`src/rtl/hbridge_pwm_driver.sv`:
```
// hbridge_pwm_driver: turns the 3-bit {brake, dir, en} bridge command and a
// duty word into four full-bridge gate drives, with PWM, soft-start/stop duty
// ramping, forced ramp-down on reversal and dead time on configuration change.
// Optional driver-fault latch is enabled by defining HBRIDGE_FAULT_EN.
module hbridge_pwm_driver #(
    parameter int PWM_BITS    = 8,
    parameter int PRESCALE    = 50,
    parameter int DEAD_CYCLES = 16,
    parameter int RAMP_STEP   = 1
) (
    input  logic                clk_clk,
    input  logic                reset_reset_n,
    input  logic [2:0]          cmd_i,
    input  logic [PWM_BITS-1:0] duty_i,
`ifdef HBRIDGE_FAULT_EN
    input  logic                fault_n_i,
    output logic                fault_o,
`endif
    output logic                gate_hs_a,
    output logic                gate_ls_a,
    output logic                gate_hs_b,
    output logic                gate_ls_b,
    output logic                pwm_sync_o,
    output logic                busy_o,
    output logic [PWM_BITS-1:0] duty_cur_o
);

    localparam int PRE_W  = (PRESCALE > 1) ? $clog2(PRESCALE) : 1;
    localparam int DEAD_W = (DEAD_CYCLES > 1) ? $clog2(DEAD_CYCLES) : 1;
    localparam logic [PRE_W-1:0]    PRE_LAST  = PRE_W'(PRESCALE - 1);
    localparam logic [DEAD_W-1:0]   DEAD_LAST = DEAD_W'(DEAD_CYCLES - 1);
    localparam logic [PWM_BITS-1:0] CNT_LAST  = '1;
    localparam logic [PWM_BITS:0]   STEP      = (PWM_BITS+1)'(RAMP_STEP);

    typedef enum logic [2:0] {
        S_IDLE,
        S_DRIVE_FWD,
        S_DRIVE_REV,
        S_BRAKE,
        S_DEAD
    } state_t;

    // Gate vector order is {hs_a, ls_a, hs_b, ls_b}.
    function automatic logic [3:0] gates_for(input state_t st, input logic raw);
        case (st)
            S_DRIVE_FWD: gates_for = {raw, 1'b0, 1'b0, 1'b1};
            S_DRIVE_REV: gates_for = {1'b0, 1'b1, raw, 1'b0};
            S_BRAKE:     gates_for = 4'b0101;
            default:     gates_for = 4'b0000;
        endcase
    endfunction

    // Move cur toward tgt by at most RAMP_STEP, never overshooting.
    function automatic logic [PWM_BITS-1:0] ramp_toward(input logic [PWM_BITS-1:0] cur,
                                                        input logic [PWM_BITS-1:0] tgt);
        logic [PWM_BITS:0] diff;
        ramp_toward = cur;
        if (tgt > cur) begin
            diff = {1'b0, tgt} - {1'b0, cur};
            ramp_toward = (diff > STEP) ? PWM_BITS'({1'b0, cur} + STEP) : tgt;
        end else if (cur > tgt) begin
            diff = {1'b0, cur} - {1'b0, tgt};
            ramp_toward = (diff > STEP) ? PWM_BITS'({1'b0, cur} - STEP) : tgt;
        end
    endfunction

    logic [2:0]          cmd_q;
    logic [PRE_W-1:0]    pre_q, pre_d;
    logic [PWM_BITS-1:0] cnt_q, cnt_d;
    logic                sync_q;
    state_t              state_q;
    logic [DEAD_W-1:0]   dead_q;
    logic [PWM_BITS-1:0] duty_cur_q;
    logic [3:0]          gates_q;
    logic                busy_q;

    logic en_w, dir_w, brake_w;
    logic tick, period_start, pwm_raw;
    logic fault_trip, fault_hold;

    assign en_w    = cmd_q[0];
    assign dir_w   = cmd_q[1];
    assign brake_w = cmd_q[2];

    assign tick         = (pre_q == PRE_LAST);
    assign period_start = tick && (cnt_q == CNT_LAST);
    assign pre_d        = tick ? '0 : pre_q + 1'b1;
    assign cnt_d        = tick ? cnt_q + 1'b1 : cnt_q;
    assign pwm_raw      = (cnt_q < duty_cur_q);

`ifdef HBRIDGE_FAULT_EN
    logic fault_n_q, fault_q;

    // Register the fault pin once and latch a fault until en drops with the pin healthy.
    always_ff @(posedge clk_clk) begin
        if (!reset_reset_n) begin
            fault_n_q <= 1'b1;
            fault_q   <= 1'b0;
        end else begin
            fault_n_q <= fault_n_i;
            if (!fault_n_q) begin
                fault_q <= 1'b1;
            end else if (!en_w) begin
                fault_q <= 1'b0;
            end
        end
    end

    assign fault_trip = !fault_n_q;
    assign fault_hold = fault_q | !fault_n_q;
    assign fault_o    = fault_q;
`else
    assign fault_trip = 1'b0;
    assign fault_hold = 1'b0;
`endif

    // Command register plus prescaler, PWM counter and period-start pulse.
    always_ff @(posedge clk_clk) begin
        if (!reset_reset_n) begin
            cmd_q  <= '0;
            pre_q  <= '0;
            cnt_q  <= '0;
            sync_q <= 1'b0;
        end else begin
            cmd_q  <= cmd_i;
            pre_q  <= pre_d;
            cnt_q  <= cnt_d;
            sync_q <= period_start;
        end
    end

    // Bridge FSM: gates are registered together with the state they belong to.
    always_ff @(posedge clk_clk) begin
        if (!reset_reset_n) begin
            state_q    <= S_IDLE;
            dead_q     <= '0;
            duty_cur_q <= '0;
            gates_q    <= '0;
            busy_q     <= 1'b0;
        end else begin
            case (state_q)
                S_IDLE: begin
                    duty_cur_q <= '0;
                    busy_q     <= 1'b0;
                    gates_q    <= '0;
                    if (en_w && !brake_w && !fault_hold) begin
                        state_q <= dir_w ? S_DRIVE_REV : S_DRIVE_FWD;
                        gates_q <= gates_for(dir_w ? S_DRIVE_REV : S_DRIVE_FWD, pwm_raw);
                    end
                end

                S_DRIVE_FWD, S_DRIVE_REV: begin
                    if (brake_w || !en_w || fault_trip) begin
                        state_q    <= S_DEAD;
                        dead_q     <= '0;
                        duty_cur_q <= '0;
                        gates_q    <= '0;
                        busy_q     <= 1'b1;
                    end else if (dir_w != (state_q == S_DRIVE_REV)) begin
                        // Reversal: ramp to zero first, then swap legs through dead time.
                        if (period_start && (duty_cur_q == '0)) begin
                            state_q <= S_DEAD;
                            dead_q  <= '0;
                            gates_q <= '0;
                        end else begin
                            if (period_start) begin
                                duty_cur_q <= ramp_toward(duty_cur_q, '0);
                            end
                            gates_q <= gates_for(state_q, pwm_raw);
                        end
                        busy_q <= 1'b1;
                    end else begin
                        if (period_start) begin
                            duty_cur_q <= ramp_toward(duty_cur_q, duty_i);
                        end
                        gates_q <= gates_for(state_q, pwm_raw);
                        busy_q  <= 1'b0;
                    end
                end

                S_BRAKE: begin
                    duty_cur_q <= '0;
                    busy_q     <= 1'b0;
                    gates_q    <= gates_for(S_BRAKE, 1'b0);
                    if (!brake_w || fault_trip) begin
                        state_q <= S_DEAD;
                        dead_q  <= '0;
                        gates_q <= '0;
                        busy_q  <= 1'b1;
                    end
                end

                S_DEAD: begin
                    duty_cur_q <= '0;
                    gates_q    <= '0;
                    busy_q     <= 1'b1;
                    if (dead_q == DEAD_LAST) begin
                        // Destination chosen at exit: brake > !en > dir.
                        busy_q <= 1'b0;
                        if (fault_hold) begin
                            state_q <= S_IDLE;
                        end else if (brake_w) begin
                            state_q <= S_BRAKE;
                            gates_q <= gates_for(S_BRAKE, 1'b0);
                        end else if (!en_w) begin
                            state_q <= S_IDLE;
                        end else begin
                            state_q <= dir_w ? S_DRIVE_REV : S_DRIVE_FWD;
                            gates_q <= gates_for(dir_w ? S_DRIVE_REV : S_DRIVE_FWD, pwm_raw);
                        end
                    end else begin
                        dead_q <= dead_q + 1'b1;
                    end
                end

                default: begin
                    state_q    <= S_IDLE;
                    duty_cur_q <= '0;
                    gates_q    <= '0;
                    busy_q     <= 1'b0;
                end
            endcase
        end
    end

    assign gate_hs_a  = gates_q[3];
    assign gate_ls_a  = gates_q[2];
    assign gate_hs_b  = gates_q[1];
    assign gate_ls_b  = gates_q[0];
    assign pwm_sync_o = sync_q;
    assign busy_o     = busy_q;
    assign duty_cur_o = duty_cur_q;

endmodule
```
`config.mk`:
```
export PLATFORM = sky130hd
export DESIGN_NAME = hbridge_pwm_driver
export DESIGN_NICKNAME = d
export VERILOG_FILES = /design/src/rtl/hbridge_pwm_driver.sv
export SDC_FILE = /design/constraint.sdc
export NUM_CORES = 1
export LEC_CHECK = 0
export BUFFER_PORTS_ARGS = -buffer_cell sky130_fd_sc_hd__buf_2
export CORE_MARGIN = 5
export CORE_UTILIZATION = 30
export DETAILED_ROUTE_END_ITERATION = 7
export PLACE_DENSITY = 0.5
export SLEW_MARGIN = 10
export SYNTH_ARGS = -nofsm -noshare
export SYNTH_HDL_FRONTEND = slang
export SYNTH_SLANG_ARGS = --single-unit
export TNS_END_PERCENT = 50
```
`constraint.sdc`:
```
create_clock -name clk_clk -period 6.7 [get_ports clk_clk]
set_input_delay 1.005 -clock clk_clk [delete_from_list [all_inputs] [get_ports clk_clk]]
set_output_delay 1.005 -clock clk_clk [all_outputs]
set_load 0.01 [all_outputs]
```
Word-level counts from Yosys, hierarchy flattened --
Cells that the tools add are included.
Cells by class: equal/unequal tests 19, reductions and logical operators 18, multipliers 0, $add $sub $neg 8, muxes and demuxes 44, shift-type cells 0, $lt $le $gt $ge 9, bitwise gates (word level) 2, div/mod/pow operators 0
Operators by type and width (number):
- 8-bit two-way mux | 12
- 4-bit two-way mux | 12
- 9-bit by 1-bit > comparator with 1-bit output (second input constant) | 3
- 4-bit case mux with 3 select lines | 2
- 3-bit two-way mux | 7
- 8-bit by 8-bit subtractor with 9-bit output | 2
- 8-bit by 1-bit adder with 8-bit output (second input constant) | 2
- 8-bit by 1-bit > comparator with 1-bit output (second input constant) | 2
- 8-bit > comparator | 2
- 4-bit case mux with 4 select lines | 1
- 5-bit AND reduction | 3
- 3-bit case mux with 4 select lines | 1
- 2-bit inequality test (second input constant) | 5
- 1-bit by 8-bit subtractor with 9-bit output (first input constant) | 1
- 8-bit == test (second input constant) | 1
- 1-bit by 8-bit > comparator with 1-bit output (first input constant) | 1
- 8-bit zero test | 1
- 8-bit less-than comparator | 1
- 4-bit case mux with 2 select lines | 1
- 8-bit by 1-bit subtractor with 8-bit output (second input constant) | 1
- 6-bit by 1-bit adder with 6-bit output (second input constant) | 1
- 3-bit by 2-bit == test with 1-bit output (second input constant) | 2
- 6-bit == test (second input constant) | 1
- 2-bit two-way mux | 3
- 20 further kinds | 32
Storage, ports and cells: output and inout bits 14, memories 0, bits in read-only memories 0, register bits 38, input port bits 13, bits in writable memories 0, bits in latches 0, word-level logic and storage cells 109

Depth between registers and ports, before layout --
depth in word-level cells 7, gate-level depth with buffers 12, mapped depth without buffers 11

Least setup slack after synthesis --
OpenSTA, ideal clock, no wires.
path type input to register, start input port duty_i[0], end register duty_cur_q[3] (netlist: duty_cur_o[3]), data required time 6.639 ns, buffers on the path 1, library setup time 0.061 ns, slack 3.352 ns, cell stages on the path 11, arrival time 3.287 ns, cells stage by stage ha_1 fa_1 nand2b_1 a21oi_2 mux2i_1 nor4_1 or4b_1 buf_2 a22o_1 a31oi_1 and4_1
Between the ends: word-level cells in the longest chain between the ends 7, elaborated cells between the ends (all ways) 14, classes of those cells add/sub (2); order compare (4); mux (6); reduce/logical (2)
Ends and longest elaborated chain:
- start: declaration | line 14 | input logic [PWM_BITS-1:0] duty_i,
- 8-bit by 8-bit subtractor with 9-bit output | line 62 | diff = {1'b0, cur} - {1'b0, tgt};
- 9-bit by 1-bit > comparator with 1-bit output | line 63 | ramp_toward = (diff > STEP) ? PWM_BITS'({1'b0, cur} - STEP) : tgt;
- 8-bit two-way mux | line 63
- 8-bit two-way mux | line 61 | end else if (cur > tgt) begin
- 8-bit two-way mux | line 58 | if (tgt > cur) begin
- 8-bit two-way mux | line 173 | if (period_start) begin
- 8-bit two-way mux | line 159 | end else if (dir_w != (state_q == S_DRIVE_REV)) begin
- end signal: assignment | line 167 | duty_cur_q <= ramp_toward(duty_cur_q, '0);
- end signal: assignment | line 174 | duty_cur_q <= ramp_toward(duty_cur_q, duty_i);
- end: declaration | line 73 | logic [PWM_BITS-1:0] duty_cur_q;
Several ways; a longest one is shown, not always the timed one. The select of a mux whose other input is x is not followed. A chain may end at the register's enable or synchronous reset.

Final worst setup path --
start register duty_cur_q[0] (netlist: duty_cur_o[0]), end register duty_cur_q[5] (netlist: duty_cur_o[5])
Between the ends: word-level cells in the longest chain between the ends 7, elaborated cells between the ends (all ways) 32, classes of those cells add/sub (5); order compare (8); eq/ne (2); mux (12); reduce/logical (5)
Ends and longest elaborated chain (line):
- 8-bit by 8-bit subtractor with 9-bit output (tied with other cells) | 62
- 9-bit by 1-bit > comparator with 1-bit output (tied with other cells) | 63
- 8-bit two-way mux (on tied branches) | 63, 60, 61
- 8-bit two-way mux (on tied branches) | 61, 58
- 8-bit two-way mux (on tied branches) | 58, 166
- 8-bit two-way mux (on tied branches) | 173, 161
- 8-bit two-way mux | 159
Several ways; a longest one is shown, not always the timed one. The select of a mux whose other input is x is not followed.

==> run summary <==
Status: finished, final reports clean
Fmax: 270 MHz
Vias in the first global route: 3165
CP arrival: 3.87 ns
Kind of critical path: reg -> reg
Total negative slack: 0 ns
Slew @ Worst Pin: 1.03 ns
Post-synth top flop: dfxtp_1
Post-Syn Instances: 432
Largest area contributor in the netlist: dfxtp_1
Slew headroom: 0.311
Final setup fails: 0
FP Rows: 38
Synthesized area: 3340 µm²
Number of port buffers: 26
Max Cap Viol: 0
Top-count cell post-synth: dfxtp_1
Ys async rst share: 0
Hold Path Stages: 1
Max rail drop VDD: 0.0899 mV
DRC Markers: 0
Synthesis-stage register bit count: 38
Worst-path maximum fanout: 11
Worst R2R End: duty_cur_o[5]$_SDFFE_PP0P_
R2r setup slk: 3.00 ns
Syn. warnings: 0
Syn nets: 478
CTS Sinks: 38
Top post-synthesis cells by area: dfxtp_1 (23%), ha_1 (12%), xnor2_1 (4.5%), nand3_1 (4.0%), nand2_1 (3.6%)
Avg Cell Area, Syn: 7.73 µm²
Final worst path period share: 0.553
CTS tree: done
Via/cell ratio: 5.51
Diode count: 0
Seq/Total Area, Yosys: 0.228
Drt pass-1 iters: 5
DRT iter0 DRCs: 244
Number of synthesized flops with an enable pin: 0
Crit. End Element: flip-flop
Post-route ant nets: 0
Core area: 10900 µm²
I/O pins: 27
Hold Path Origin: pre_q[0]$_SDFF_PP0_
Total gr overflow: 0
Worst hold path class: reg -> reg
H-tree depth: 2
Pleak: 1.47 nW
Most frequent cells after synthesis: dfxtp_1 (38), nand2_1 (32), nor2_1 (32)
Area growth syn-to-layout: 10.8%
Max-slew violation count: 0
CTS buffer count: 5
Die H: 116 µm
CTS root buf: clkbuf_8
Area of the multi-input gates: 2400 µm²
Post-CTS setup buffers: 0
Worst setup SP type: flip-flop
Worst Hold End: pre_q[0]$_SDFF_PP0_
RSZ-0062 raised after global routing: no
Fill count: 1171
Initial antenna violation count: 0
DR vias: 3237
Total power: 0.575 mW
Reg area: 761 µm²
Share of layout cells above drive strength 1: 0.0938
Yosys cell types: 64
Global-route wire length before repair: 16000 µm
PwrDens: 155 nW/µm²
Final Skew: 0.0110 ns
Total GRT Usage: 0.149
Largest net degree at the start of global routing: 25
Final wirelength: 9740 µm
Initial Util: 0.307
DP Wirelength: 7450 µm
Synth top area share: 0.228
Tmin final: 3.70 ns
Clock slew at reported path FFs: 0.09 ns
WP data required: 6.86 ns
Die width: 116 µm
CTS resizes: 0
Routed len/inst: 16.6 µm
Final Wtd Congestion: 0.914
Clock Path Buffers: 2
Final Hold Viols: 0
CTS Hold Bufs: 0
Worst r2r src: duty_cur_o[0]$_SDFFE_PP0P_
Later-pin clock latency in the skew report: 0.30 ns
Die footprint: 13300 µm²
Reg2reg path depth: 11
Final net count: 493
==> worst max path at each step <==
stage	slack [ns]	from	end	cells past startpoint
floorplan	3.35	duty_i[0]	duty_cur_o[3]$_SDFFE_PP0P_	11
global placement	2.75	duty_i[6]	duty_cur_o[5]$_SDFFE_PP0P_	11
detailed placement	2.79	duty_i[0]	duty_cur_o[5]$_SDFFE_PP0P_	11
CTS	2.97	duty_cur_o[0]$_SDFFE_PP0P_	duty_cur_o[5]$_SDFFE_PP0P_	11
global route	2.75	duty_cur_o[0]$_SDFFE_PP0P_	duty_cur_o[6]$_SDFFE_PP0P_	11
finish	3.00	duty_cur_o[0]$_SDFFE_PP0P_	duty_cur_o[5]$_SDFFE_PP0P_	11
==> worst max-delay path, cell delays in order (launching register included) <==
cell and delay (ns):
dfxtp_1 0.66, inv_1 0.25, ha_1 0.28, fa_1 0.41, nand2b_1 0.17, a21oi_2 0.21
mux2i_1 0.10, nor4_1 0.32, nor4b_2 0.61, a21boi_1 0.22, o2111ai_1 0.23, a211oi_1 0.10
==> sequential cells by signal, indices dropped and copies added (netlist names) <==
| register | count |
|---|---|
| busy_o | 1 |
| cmd_q | 3 |
| cnt_q | 8 |
| dead_q | 4 |
| duty_cur_o | 8 |
| gates_q | 4 |
| pre_q | 6 |
| pwm_sync_o | 1 |
| state_q | 3 |
==> area by class of cell <==
type / instances / area share
Tap cell: 140 / 0.0473
Inverter: 27 / 0.0274
Clock inverter: 3 / 0.0186
Timing Repair Buffer: 26 / 0.0352
Sequential cell: 38 / 0.206
Clock buffer: 5 / 0.0186
Multi-Input combinational cell: 349 / 0.647
==> layer usage <==
layer	GRT usage	up-vias	routed length (µm)
li1	-	1603	-
met1	0.198	1497	4400
met2	0.243	116	4490
met3	0.0198	21	583
met4	0.0626	0	263
met5	0	-	0
==> cell families (layout without fill, tap and decap cells) <==
kind of cell             after synthesis  after routing  synth area share
AO/OA/AOI/OAI                        115            115             0.239
XOR/XNOR                              27             27            0.0708
adder cells (fa/ha/maj)               33             33             0.128
buffers and inverters                 45             61            0.0547
flip-flops                            38             38             0.228
multiplexers                           5              5            0.0150
AND/OR/NAND/NOR                      169            169             0.264
==> cells in the final DEF (no fill, tap or decap), types with 6 or more instances in the layout <==
cell type and n:
nor2_1 32, nand2b_1 8, buf_2 26, a31oi_1 7, inv_1 27, nor4_1 7
nand2_1 32, nand3_1 27, ha_1 31, dfxtp_1 38, nor3_1 14, a21oi_1 23
o21ai_0 17, a21o_1 6, a211oi_1 8, xor2_1 10, and2_1 19, xnor2_1 17
==> power by group <==
part / switching [mW] / total [mW] / internal, mW
clock: 0.0962 / 0.246 / 0.149
combinational: 0.0559 / 0.0898 / 0.0339
sequential: 0.00771 / 0.239 / 0.232
total: 0.160 / 0.575 / 0.415
==> stage by stage <==
step	hold slack [ns]	instances	utilization	instance area, µm²	worst slack [ns]
2_1_floorplan	0.430	432	-	3340	3.35
3_3_place_gp	0.446	580	0.327	3560	2.75
3_5_place_dp	0.459	580	0.327	3560	2.79
4_1_cts	0.481	588	0.340	3700	2.97
5_1_grt	0.514	588	0.340	3700	2.75
6_report	0.470	588	0.340	3700	3.00
No activity file was read; power rests on OpenSTA's default activity.
